===== config.mk =====
export PLATFORM = sky130hd
export DESIGN_NAME = pipeline_hazard_ctrl_flat
export DESIGN_NICKNAME = d
export VERILOG_FILES = /design/src/rtl/pipeline_hazard_ctrl_if.sv /design/src/rtl/pipeline_hazard_ctrl.sv /design/src/flat_wrapper.sv
export SDC_FILE = /design/constraint.sdc
export NUM_CORES = 1
export LEC_CHECK = 0
export BUFFER_PORTS_ARGS = -buffer_cell sky130_fd_sc_hd__buf_2
export CAP_MARGIN = 30
export CORE_AREA = 5 5 42 44
export CTS_CLUSTER_DIAMETER = 30
export DETAILED_ROUTE_END_ITERATION = 10
export DIE_AREA = 0 0 47 49
export PLACE_DENSITY = 0.79
export SLEW_MARGIN = 15
export SYNTH_ARGS = -nofsm -noshare
export SYNTH_HDL_FRONTEND = slang
export SYNTH_SLANG_ARGS = --single-unit

===== constraint.sdc =====
create_clock -name clk -period 3.3 [get_ports clk]
set_clock_uncertainty 0.15 [all_clocks]
set_input_delay 0.66 -clock clk [delete_from_list [all_inputs] [get_ports clk]]
set_output_delay 0.66 -clock clk [all_outputs]
set_load 0.02 [all_outputs]

===== src/rtl/pipeline_hazard_ctrl_if.sv =====
// Signal bundle between the decode-stage hazard controller and the core pipeline.
// master drives the pipeline status; slave (the controller) drives the stall/flush controls.
interface pipeline_hazard_ctrl_if #(
    parameter int unsigned REG_AW = 2
);
    logic [3:0]        id_opcode;
    logic [REG_AW-1:0] id_src1;
    logic [REG_AW-1:0] id_src2;
    logic              id_use1;
    logic              id_use2;
    logic              ex_mem_r_en;
    logic [REG_AW-1:0] ex_dest;
    logic              ex_br_taken;
    logic              in_valid;
    logic              pc_stall;
    logic              if_id_stall;
    logic              if_id_flush;
    logic              id_ex_bubble;
    logic              in_ack;
    logic [1:0]        state;
    logic [15:0]       stall_cycles;

    modport master (
        output id_opcode, id_src1, id_src2, id_use1, id_use2,
        output ex_mem_r_en, ex_dest, ex_br_taken, in_valid,
        input  pc_stall, if_id_stall, if_id_flush, id_ex_bubble, in_ack, state, stall_cycles
    );

    modport slave (
        input  id_opcode, id_src1, id_src2, id_use1, id_use2,
        input  ex_mem_r_en, ex_dest, ex_br_taken, in_valid,
        output pc_stall, if_id_stall, if_id_flush, id_ex_bubble, in_ack, state, stall_cycles
    );
endinterface


===== src/rtl/pipeline_hazard_ctrl.sv =====
// Pipeline sequencer: load-use stalls, taken-branch flushes and IN-port waits.
// Define HAZARD_PERF_CNT_EN to build the saturating stall-cycle perf counter.
module pipeline_hazard_ctrl #(
    parameter int unsigned REG_AW          = 2,
    parameter int unsigned LU_STALL_CYCLES = 1,
    parameter int unsigned FLUSH_CYCLES    = 2
) (
    input  logic                   clk,
    input  logic                   rst_n,
    pipeline_hazard_ctrl_if.slave  bus
);
    localparam logic [1:0] StRun       = 2'd0;
    localparam logic [1:0] StLoadStall = 2'd1;
    localparam logic [1:0] StFlush     = 2'd2;
    localparam logic [1:0] StWaitIn    = 2'd3;

    localparam logic [1:0] LuInit    = 2'(LU_STALL_CYCLES - 1);
    localparam logic [1:0] FlushInit = 2'(FLUSH_CYCLES - 1);

    logic [1:0] state_q, state_d;
    logic [1:0] cnt_q, cnt_d;

    logic [REG_AW-1:0] src1, src2, dest;
    logic lu_hit, in_op, in_wait;
    logic pc_stall_c, if_id_stall_c, if_id_flush_c, id_ex_bubble_c, in_ack_c;

    assign src1    = bus.id_src1;
    assign src2    = bus.id_src2;
    assign dest    = bus.ex_dest;
    assign lu_hit  = bus.ex_mem_r_en & ((bus.id_use1 & (src1 == dest)) |
                                        (bus.id_use2 & (src2 == dest)));
    assign in_op   = (bus.id_opcode == 4'b0111);
    assign in_wait = in_op & ~bus.in_valid;

    always_comb begin
        state_d         = state_q;
        cnt_d           = cnt_q;
        pc_stall_c      = 1'b0;
        if_id_stall_c   = 1'b0;
        if_id_flush_c   = 1'b0;
        id_ex_bubble_c  = 1'b0;
        in_ack_c        = 1'b0;
        // A taken branch wins in every state, aborting any stall in progress.
        if (bus.ex_br_taken) begin
            if_id_flush_c  = 1'b1;
            id_ex_bubble_c = 1'b1;
            state_d        = (FLUSH_CYCLES > 1) ? StFlush : StRun;
            cnt_d          = (FLUSH_CYCLES > 1) ? FlushInit : 2'd0;
        end else begin
            unique case (state_q)
                StLoadStall: begin
                    pc_stall_c     = 1'b1;
                    if_id_stall_c  = 1'b1;
                    id_ex_bubble_c = 1'b1;
                    cnt_d          = cnt_q - 2'd1;
                    if (cnt_q == 2'd1) state_d = StRun;
                end
                StFlush: begin
                    if_id_flush_c = 1'b1;
                    cnt_d         = cnt_q - 2'd1;
                    if (cnt_q == 2'd1) state_d = StRun;
                end
                default: begin
                    // RUN and WAIT_IN share the same hazard resolution; WAIT_IN just
                    // remembers that the IN instruction is still parked in ID.
                    if (lu_hit) begin
                        pc_stall_c     = 1'b1;
                        if_id_stall_c  = 1'b1;
                        id_ex_bubble_c = 1'b1;
                        state_d        = (LU_STALL_CYCLES > 1) ? StLoadStall : StRun;
                        cnt_d          = (LU_STALL_CYCLES > 1) ? LuInit : 2'd0;
                    end else if (in_wait || (state_q == StWaitIn && !bus.in_valid)) begin
                        pc_stall_c     = 1'b1;
                        if_id_stall_c  = 1'b1;
                        id_ex_bubble_c = 1'b1;
                        state_d        = StWaitIn;
                    end else begin
                        in_ack_c = (in_op || state_q == StWaitIn) && bus.in_valid;
                        state_d  = StRun;
                    end
                end
            endcase
        end
    end

    always_ff @(posedge clk or negedge rst_n) begin
        if (!rst_n) begin
            state_q <= StRun;
            cnt_q   <= 2'd0;
        end else begin
            state_q <= state_d;
            cnt_q   <= cnt_d;
        end
    end

    assign bus.pc_stall     = rst_n & pc_stall_c;
    assign bus.if_id_stall  = rst_n & if_id_stall_c;
    assign bus.if_id_flush  = rst_n & if_id_flush_c;
    assign bus.id_ex_bubble = rst_n & id_ex_bubble_c;
    assign bus.in_ack       = rst_n & in_ack_c;
    assign bus.state        = state_q;

`ifdef HAZARD_PERF_CNT_EN
    logic [15:0] stall_cycles_q;

    always_ff @(posedge clk or negedge rst_n) begin
        if (!rst_n) begin
            stall_cycles_q <= 16'h0000;
        end else if (pc_stall_c && stall_cycles_q != 16'hFFFF) begin
            stall_cycles_q <= stall_cycles_q + 16'd1;
        end
    end

    assign bus.stall_cycles = stall_cycles_q;
`else
    assign bus.stall_cycles = 16'h0000;
`endif
endmodule


===== src/flat_wrapper.sv =====
// flat-port wrapper written by rule: the top's interface ports become plain ports
module pipeline_hazard_ctrl_flat 
#(
    parameter int unsigned REG_AW          = 2,
    parameter int unsigned LU_STALL_CYCLES = 1,
    parameter int unsigned FLUSH_CYCLES    = 2
)
  (clk, rst_n, bus_id_opcode, bus_id_src1, bus_id_src2, bus_id_use1, bus_id_use2, bus_ex_mem_r_en, bus_ex_dest, bus_ex_br_taken, bus_in_valid, bus_pc_stall, bus_if_id_stall, bus_if_id_flush, bus_id_ex_bubble, bus_in_ack, bus_state, bus_stall_cycles);
  pipeline_hazard_ctrl_if #(.REG_AW(REG_AW)) bus_i ();
  input  logic clk;
  input  logic rst_n;
  input wire logic [$bits(bus_i.id_opcode)-1:0] bus_id_opcode;
  input wire logic [$bits(bus_i.id_src1)-1:0] bus_id_src1;
  input wire logic [$bits(bus_i.id_src2)-1:0] bus_id_src2;
  input wire logic [$bits(bus_i.id_use1)-1:0] bus_id_use1;
  input wire logic [$bits(bus_i.id_use2)-1:0] bus_id_use2;
  input wire logic [$bits(bus_i.ex_mem_r_en)-1:0] bus_ex_mem_r_en;
  input wire logic [$bits(bus_i.ex_dest)-1:0] bus_ex_dest;
  input wire logic [$bits(bus_i.ex_br_taken)-1:0] bus_ex_br_taken;
  input wire logic [$bits(bus_i.in_valid)-1:0] bus_in_valid;
  output wire logic [$bits(bus_i.pc_stall)-1:0] bus_pc_stall;
  output wire logic [$bits(bus_i.if_id_stall)-1:0] bus_if_id_stall;
  output wire logic [$bits(bus_i.if_id_flush)-1:0] bus_if_id_flush;
  output wire logic [$bits(bus_i.id_ex_bubble)-1:0] bus_id_ex_bubble;
  output wire logic [$bits(bus_i.in_ack)-1:0] bus_in_ack;
  output wire logic [$bits(bus_i.state)-1:0] bus_state;
  output wire logic [$bits(bus_i.stall_cycles)-1:0] bus_stall_cycles;
  assign bus_i.id_opcode = bus_id_opcode;
  assign bus_i.id_src1 = bus_id_src1;
  assign bus_i.id_src2 = bus_id_src2;
  assign bus_i.id_use1 = bus_id_use1;
  assign bus_i.id_use2 = bus_id_use2;
  assign bus_i.ex_mem_r_en = bus_ex_mem_r_en;
  assign bus_i.ex_dest = bus_ex_dest;
  assign bus_i.ex_br_taken = bus_ex_br_taken;
  assign bus_i.in_valid = bus_in_valid;
  assign bus_pc_stall = bus_i.pc_stall;
  assign bus_if_id_stall = bus_i.if_id_stall;
  assign bus_if_id_flush = bus_i.if_id_flush;
  assign bus_id_ex_bubble = bus_i.id_ex_bubble;
  assign bus_in_ack = bus_i.in_ack;
  assign bus_state = bus_i.state;
  assign bus_stall_cycles = bus_i.stall_cycles;
  pipeline_hazard_ctrl #(.REG_AW(REG_AW), .LU_STALL_CYCLES(LU_STALL_CYCLES), .FLUSH_CYCLES(FLUSH_CYCLES)) u_core (.clk(clk), .rst_n(rst_n), .bus(bus_i));
endmodule

==> Yosys cells after proc, flatten, opt, wreduce, memory -nomap -nowiden <==
Cells that the tools add are included.
{ "classes": {"n_addsub": 1, "n_eq_ne": 8, "muxes": 19, "n_bitwise": 10, "n_reduce_logical": 7} }
{ "op_table": {"columns": ["cell", "n"], "rows": [
  ["two-way mux 2 bit", 8],
  ["two-way mux 1 bit", 10],
  ["bitwise AND 1 bit", 8],
  ["equality test 2 x 1 -> 1 bit, second input constant", 2],
  ["equality test 2 bit", 2],
  ["equality test 2 bit, second input constant", 2],
  ["equality test 4 x 3 -> 1 bit, second input constant", 1],
  ["inequality test 3 x 1 -> 1 bit, second input constant", 1],
  ["nonzero test 3 bit", 1],
  ["logical AND 1 bit", 2],
  ["logical OR 1 bit", 2],
  ["one-hot mux 1 bit (2 select lines)", 1],
  ["OR reduction 2 bit", 1],
  ["subtractor 2 x 1 -> 2 bit, second input constant", 1],
  ["zero test 1 bit", 1],
  ["NOT 1 bit", 1],
  ["bitwise OR 1 bit", 1]
]} }
{ "word_totals": {"register_bits": 4, "inputBits": 17, "out_inout_bits": 23, "wordCells": 47} }

==> Logic depth before layout (Yosys ltp) <==
{ "logic_depth": {"ltp_word": 8, "mapped_depth": 6, "depth_no_buf": 5} }

==> Worst setup path after synthesis <==
Ideal clock, no wire load.
{ "synth_path": {"path_kind": "register -> output", "start": "register u_core.state_q[0] (netlist: u_core.bus.state[0])", "end": "output port bus_pc_stall", "arrival_ns": 1.870, "required_time_ns": 2.490, "path_slack_ns": 0.620, "path_stages_with_launch": 7, "n_path_buf": 2, "path_cell_list": "dfrtp_1 inv_1 ha_1 clkbuf_1 o21ai_0 a31oi_1 buf_4"} }
{ "synth_via": {"elab_chain_cells": 8, "elab_cells_between_ends": 10, "cone_classes": "eq/ne: 3; mux: 4; bitwise: 1; reduce/logical: 2"} }
{ "synth_rtl": {"columns": ["item", "line", "source"], "rows": [
  ["from (decl)", "pipeline_hazard_ctrl.sv:20", "logic [1:0] state_q, state_d;"],
  ["from (signal assigned)", "pipeline_hazard_ctrl.sv:88", "state_q <= StRun;"],
  ["from (signal assigned)", "pipeline_hazard_ctrl.sv:91", "state_q <= state_d;"],
  ["equality test 2 bit", "pipeline_hazard_ctrl.sv:72", "end else if (in_wait || (state_q == StWaitIn && !bus.in_valid)) begin"],
  ["logical AND 1 bit", "pipeline_hazard_ctrl.sv:72", null],
  ["logical OR 1 bit", "pipeline_hazard_ctrl.sv:72", null],
  ["two-way mux 1 bit (2 in a row)", null, null],
  ["one-hot mux 1 bit (2 select lines) (*)", null, null],
  ["two-way mux 1 bit (*)", null, null],
  ["bitwise AND 1 bit (*)", null, null],
  ["to (decl)", "flat_wrapper.sv:21", "output wire logic [$bits(bus_i.pc_stall)-1:0] bus_pc_stall;"]
]} }
Mark *: on every way between the ends. The rest lies on a longest branch, timed or not.

==> Worst setup path in the final report <==
{ "layout_path": {"start": "register u_core.state_q[0] (netlist: u_core.bus.state[0])", "end": "output port bus_in_ack"} }
{ "layout_via": {"elab_chain_cells": 8, "elab_cells_between_ends": 13, "cone_classes": "eq/ne: 3; mux: 4; bitwise: 1; reduce/logical: 5"} }
{ "layout_rtl": {"columns": ["item", "line", "source"], "rows": [
  ["equality test 2 bit", "pipeline_hazard_ctrl.sv:72, pipeline_hazard_ctrl.sv:78", null],
  ["logical OR 1 bit or logical AND 1 bit (tied branches)", "pipeline_hazard_ctrl.sv:78, pipeline_hazard_ctrl.sv:72", null],
  ["logical AND 1 bit or logical OR 1 bit (tied branches)", "pipeline_hazard_ctrl.sv:78, pipeline_hazard_ctrl.sv:72", null],
  ["two-way mux 1 bit", "pipeline_hazard_ctrl.sv:72", null],
  ["two-way mux 1 bit", "pipeline_hazard_ctrl.sv:66", "if (lu_hit) begin"],
  ["two-way mux 1 bit (*)", "pipeline_hazard_ctrl.sv:50", "unique case (state_q)"],
  ["two-way mux 1 bit (*)", "pipeline_hazard_ctrl.sv:44", "if (bus.ex_br_taken) begin"],
  ["bitwise AND 1 bit (*)", "pipeline_hazard_ctrl.sv:100", "assign bus.in_ack = rst_n & in_ack_c;"],
  ["to (decl)", "flat_wrapper.sv:25", "output wire logic [$bits(bus_i.in_ack)-1:0] bus_in_ack;"]
]} }
Marked as above.

==> results_dict.tcl <==
set metrics [dict create \
    antenna_found_initial 0 \
    ant_nets 0 \
    grt_max_degree 12 \
    critPathKind "register to output port" \
    fin_crit_ns 2.70 \
    io_pins 40 \
    grtUsageMet2_pct 17.2 \
    start_util_pct 36.7 \
    die_x_um 47 \
    status "complete, no violations" \
    r2r_cells 4 \
    postCtsSetupBuffers 0 \
    place.gp.congestion 0.688 \
    total_power_w 0.000189 \
    synth_cells 61 \
    min_path_type "input pin to async pin" \
    cts-root-buf "clkbuf_4" \
    cts_sinks 4 \
    finish.utilization_pct 42.3 \
    hold_viol 0 \
    firstDrtPassIters 3 \
    worstPathCellList "inv_1 > ha_1 > nor2b_1 > nand3_1 > nor3b_2 > buf_2" \
    grt.met3_usage_pct 2.95 \
    postCtsHoldBufs 0 \
    cts_tree "done" \
    core-area_um2 1400 \
    crit_fanout 11 \
    endpoint_kind "output port" \
    drive_gt1_share_pct 37.3 \
    p_per_area_nw_per_um2 319 \
    synthDistinctLibCells 27 \
    maxCapViolations 0 \
    clk_latency_ns 0.23 \
    met1_usage_pct 10.2 \
    syn2layout_area_growth_pct 15.3 \
    cpPeakStageDelay_ns 0.47 \
    n_antenna_cell 0 \
    reg2reg_from "u_core.bus.state[0]$_DFFE_PN0P_" \
    first_global_vias 425 \
    port_buffers 23 \
    avgSynthCellArea_um2 8.43 \
    arrival_ns 1.89 \
    grt_use_total_pct 10.4 \
    cts_buffers 3 \
    yosys_warnings 0 \
    cp.required_ns 2.49 \
    clockBufferDepth 2 \
    layout_commonest_cell "buf_2" \
    crit_path_top_delay_cell "ha_1" \
    nets 106 \
    clk_pin_slew_ns 0.04 \
    viasPerCell 4.47 \
    wire_per_inst_um 10.6 \
    setup-tns-final_ns 0 \
    dieArea_um2 2300 \
    busiest_layer "met2" \
    vias 443 \
    ys_ff_latch 4 \
    drc 0 \
    final_cell_mix "23 x buf_2, 16 x conb_1" \
    die_h_um 49 \
    drt_iter0_drc 2 \
    overflow 0 \
    rr_endpoint "u_core.bus.state[1]$_DFFE_PN0P_" \
    p_leak_nw 0.318 \
    post-route-period-util_pct 81.7 \
    rsz0062_at_grt "false" \
    setup_viol 0 \
    routed_wl_um 1050 \
    cts_resized 0 \
    slew_violations 0 \
    dp_hpwl_um 922 \
    htree_levels 1 \
    rrSetupSlack_ns 1.66 \
    max_freq_mhz 371 \
    synth_seq_area_share_pct 19.5 \
    rows 14 \
    start_kind "register" \
    ir_worst_vdd_mv 0.158 \
    grt_pass1_wl_um 1720 \
    netlist_area_um2 514 \
]
[state kept, by name, summed over array words and instances (netlist names)]
| register | cells |
|---|---|
| u_core.cnt_q | 2 |
| u_core.bus.state | 2 |
[cell usage after synthesis]
library cell	count	area share [%]
a311o_1	1	1.9
a31o_1	1	1.7
a31o_2	1	1.7
a31oi_1	2	2.4
a31oi_2	1	2.4
a32o_1	1	1.9
a41oi_1	1	1.7
buf_4	17	25
clkbuf_1	2	1.5
conb_1	1	0.73
dfrtp_1	4	19
ha_1	4	9.7
inv_1	4	2.9
nand2_1	1	0.73
nand3_1	1	0.97
nor2_1	4	2.9
nor2b_1	2	2.4
nor3_1	1	0.97
nor3_2	1	1.9
nor3b_2	1	2.4
nor4_1	1	1.2
o21a_1	1	1.5
o21ai_0	1	0.97
o21bai_1	1	1.5
o31ai_1	1	1.5
or2_2	1	1.2
xor2_1	4	6.8
[worst max-delay path by stage]
stage | start | slack [ns] | end | cells after the start
2_1_floorplan | u_core.bus.state[0]$_DFFE_PN0P_ | 0.62 | bus_pc_stall | 6
3_3_place_gp | bus_ex_dest[0] | 0.80 | bus_in_ack | 6
3_5_place_dp | bus_ex_dest[1] | 0.74 | bus_in_ack | 6
4_1_cts | u_core.bus.state[0]$_DFFE_PN0P_ | 0.60 | bus_in_ack | 6
5_1_grt | u_core.bus.state[0]$_DFFE_PN0P_ | 0.45 | bus_in_ack | 6
6_report | u_core.bus.state[0]$_DFFE_PN0P_ | 0.60 | bus_in_ack | 6
[area by class of cell]
cell class              count  area [um^2]
repair buffers             23          115
clock buffers               3         22.5
multi-input cells          49          320
flip-flops and latches      4          100
inverters                   4         15.0
well taps                  16         20.0
fillers                   151          808
[where the power goes]
part / internal, W / leakage, nW / switching, W
combinational: 0.0000253 / 0.255 / 0.0000479
clock: 0.0000406 / 0.0138 / 0.0000186
sequential: 0.0000538 / 0.0493 / 0.00000302
total: 0.000120 / 0.318 / 0.0000695
[stage by stage]
stage | setup slack (ns) | area [um^2] | std cells | hold slack, ns
2_1_floorplan | 0.620 | 571 | 76 | 0.214
3_3_place_gp | 0.801 | 571 | 96 | 0.343
3_5_place_dp | 0.740 | 571 | 96 | 0.346
4_1_cts | 0.600 | 593 | 99 | 0.0925
5_1_grt | 0.446 | 593 | 99 | 0.105
6_report | 0.603 | 593 | 99 | 0.101
[per-layer routing]
layer,up-vias,share of wire [%]
li1,225,-
met2,23,54
met3,0,13
met4,0,0
met5,-,0
met1,195,33
[cells by family (layout without fill, tap and decap cells)]
| logic type | count (synthesis) | in the layout | share of synthesized area, % |
|---|---|---|---|
| AOI/OAI and AO/OA | 12 | 12 | 19.2 |
| xor gates and xnor gates | 4 | 4 | 6.81 |
| adders and majority gates | 4 | 4 | 9.73 |
| buffers and inverters | 23 | 30 | 29.2 |
| DFF | 4 | 4 | 19.5 |
| other | 1 | 16 | 0.729 |
| and+or+nand+nor | 13 | 13 | 14.8 |
[critical path: cells and delay by family (launching register included)]
family,cells,cell delay [ns]
adders and majority gates,1,0.47
buffers and inverters,2,0.26
DFF,1,0.39
and+or+nand+nor,3,0.53
No activity file was read; power rests on OpenSTA's default activity.
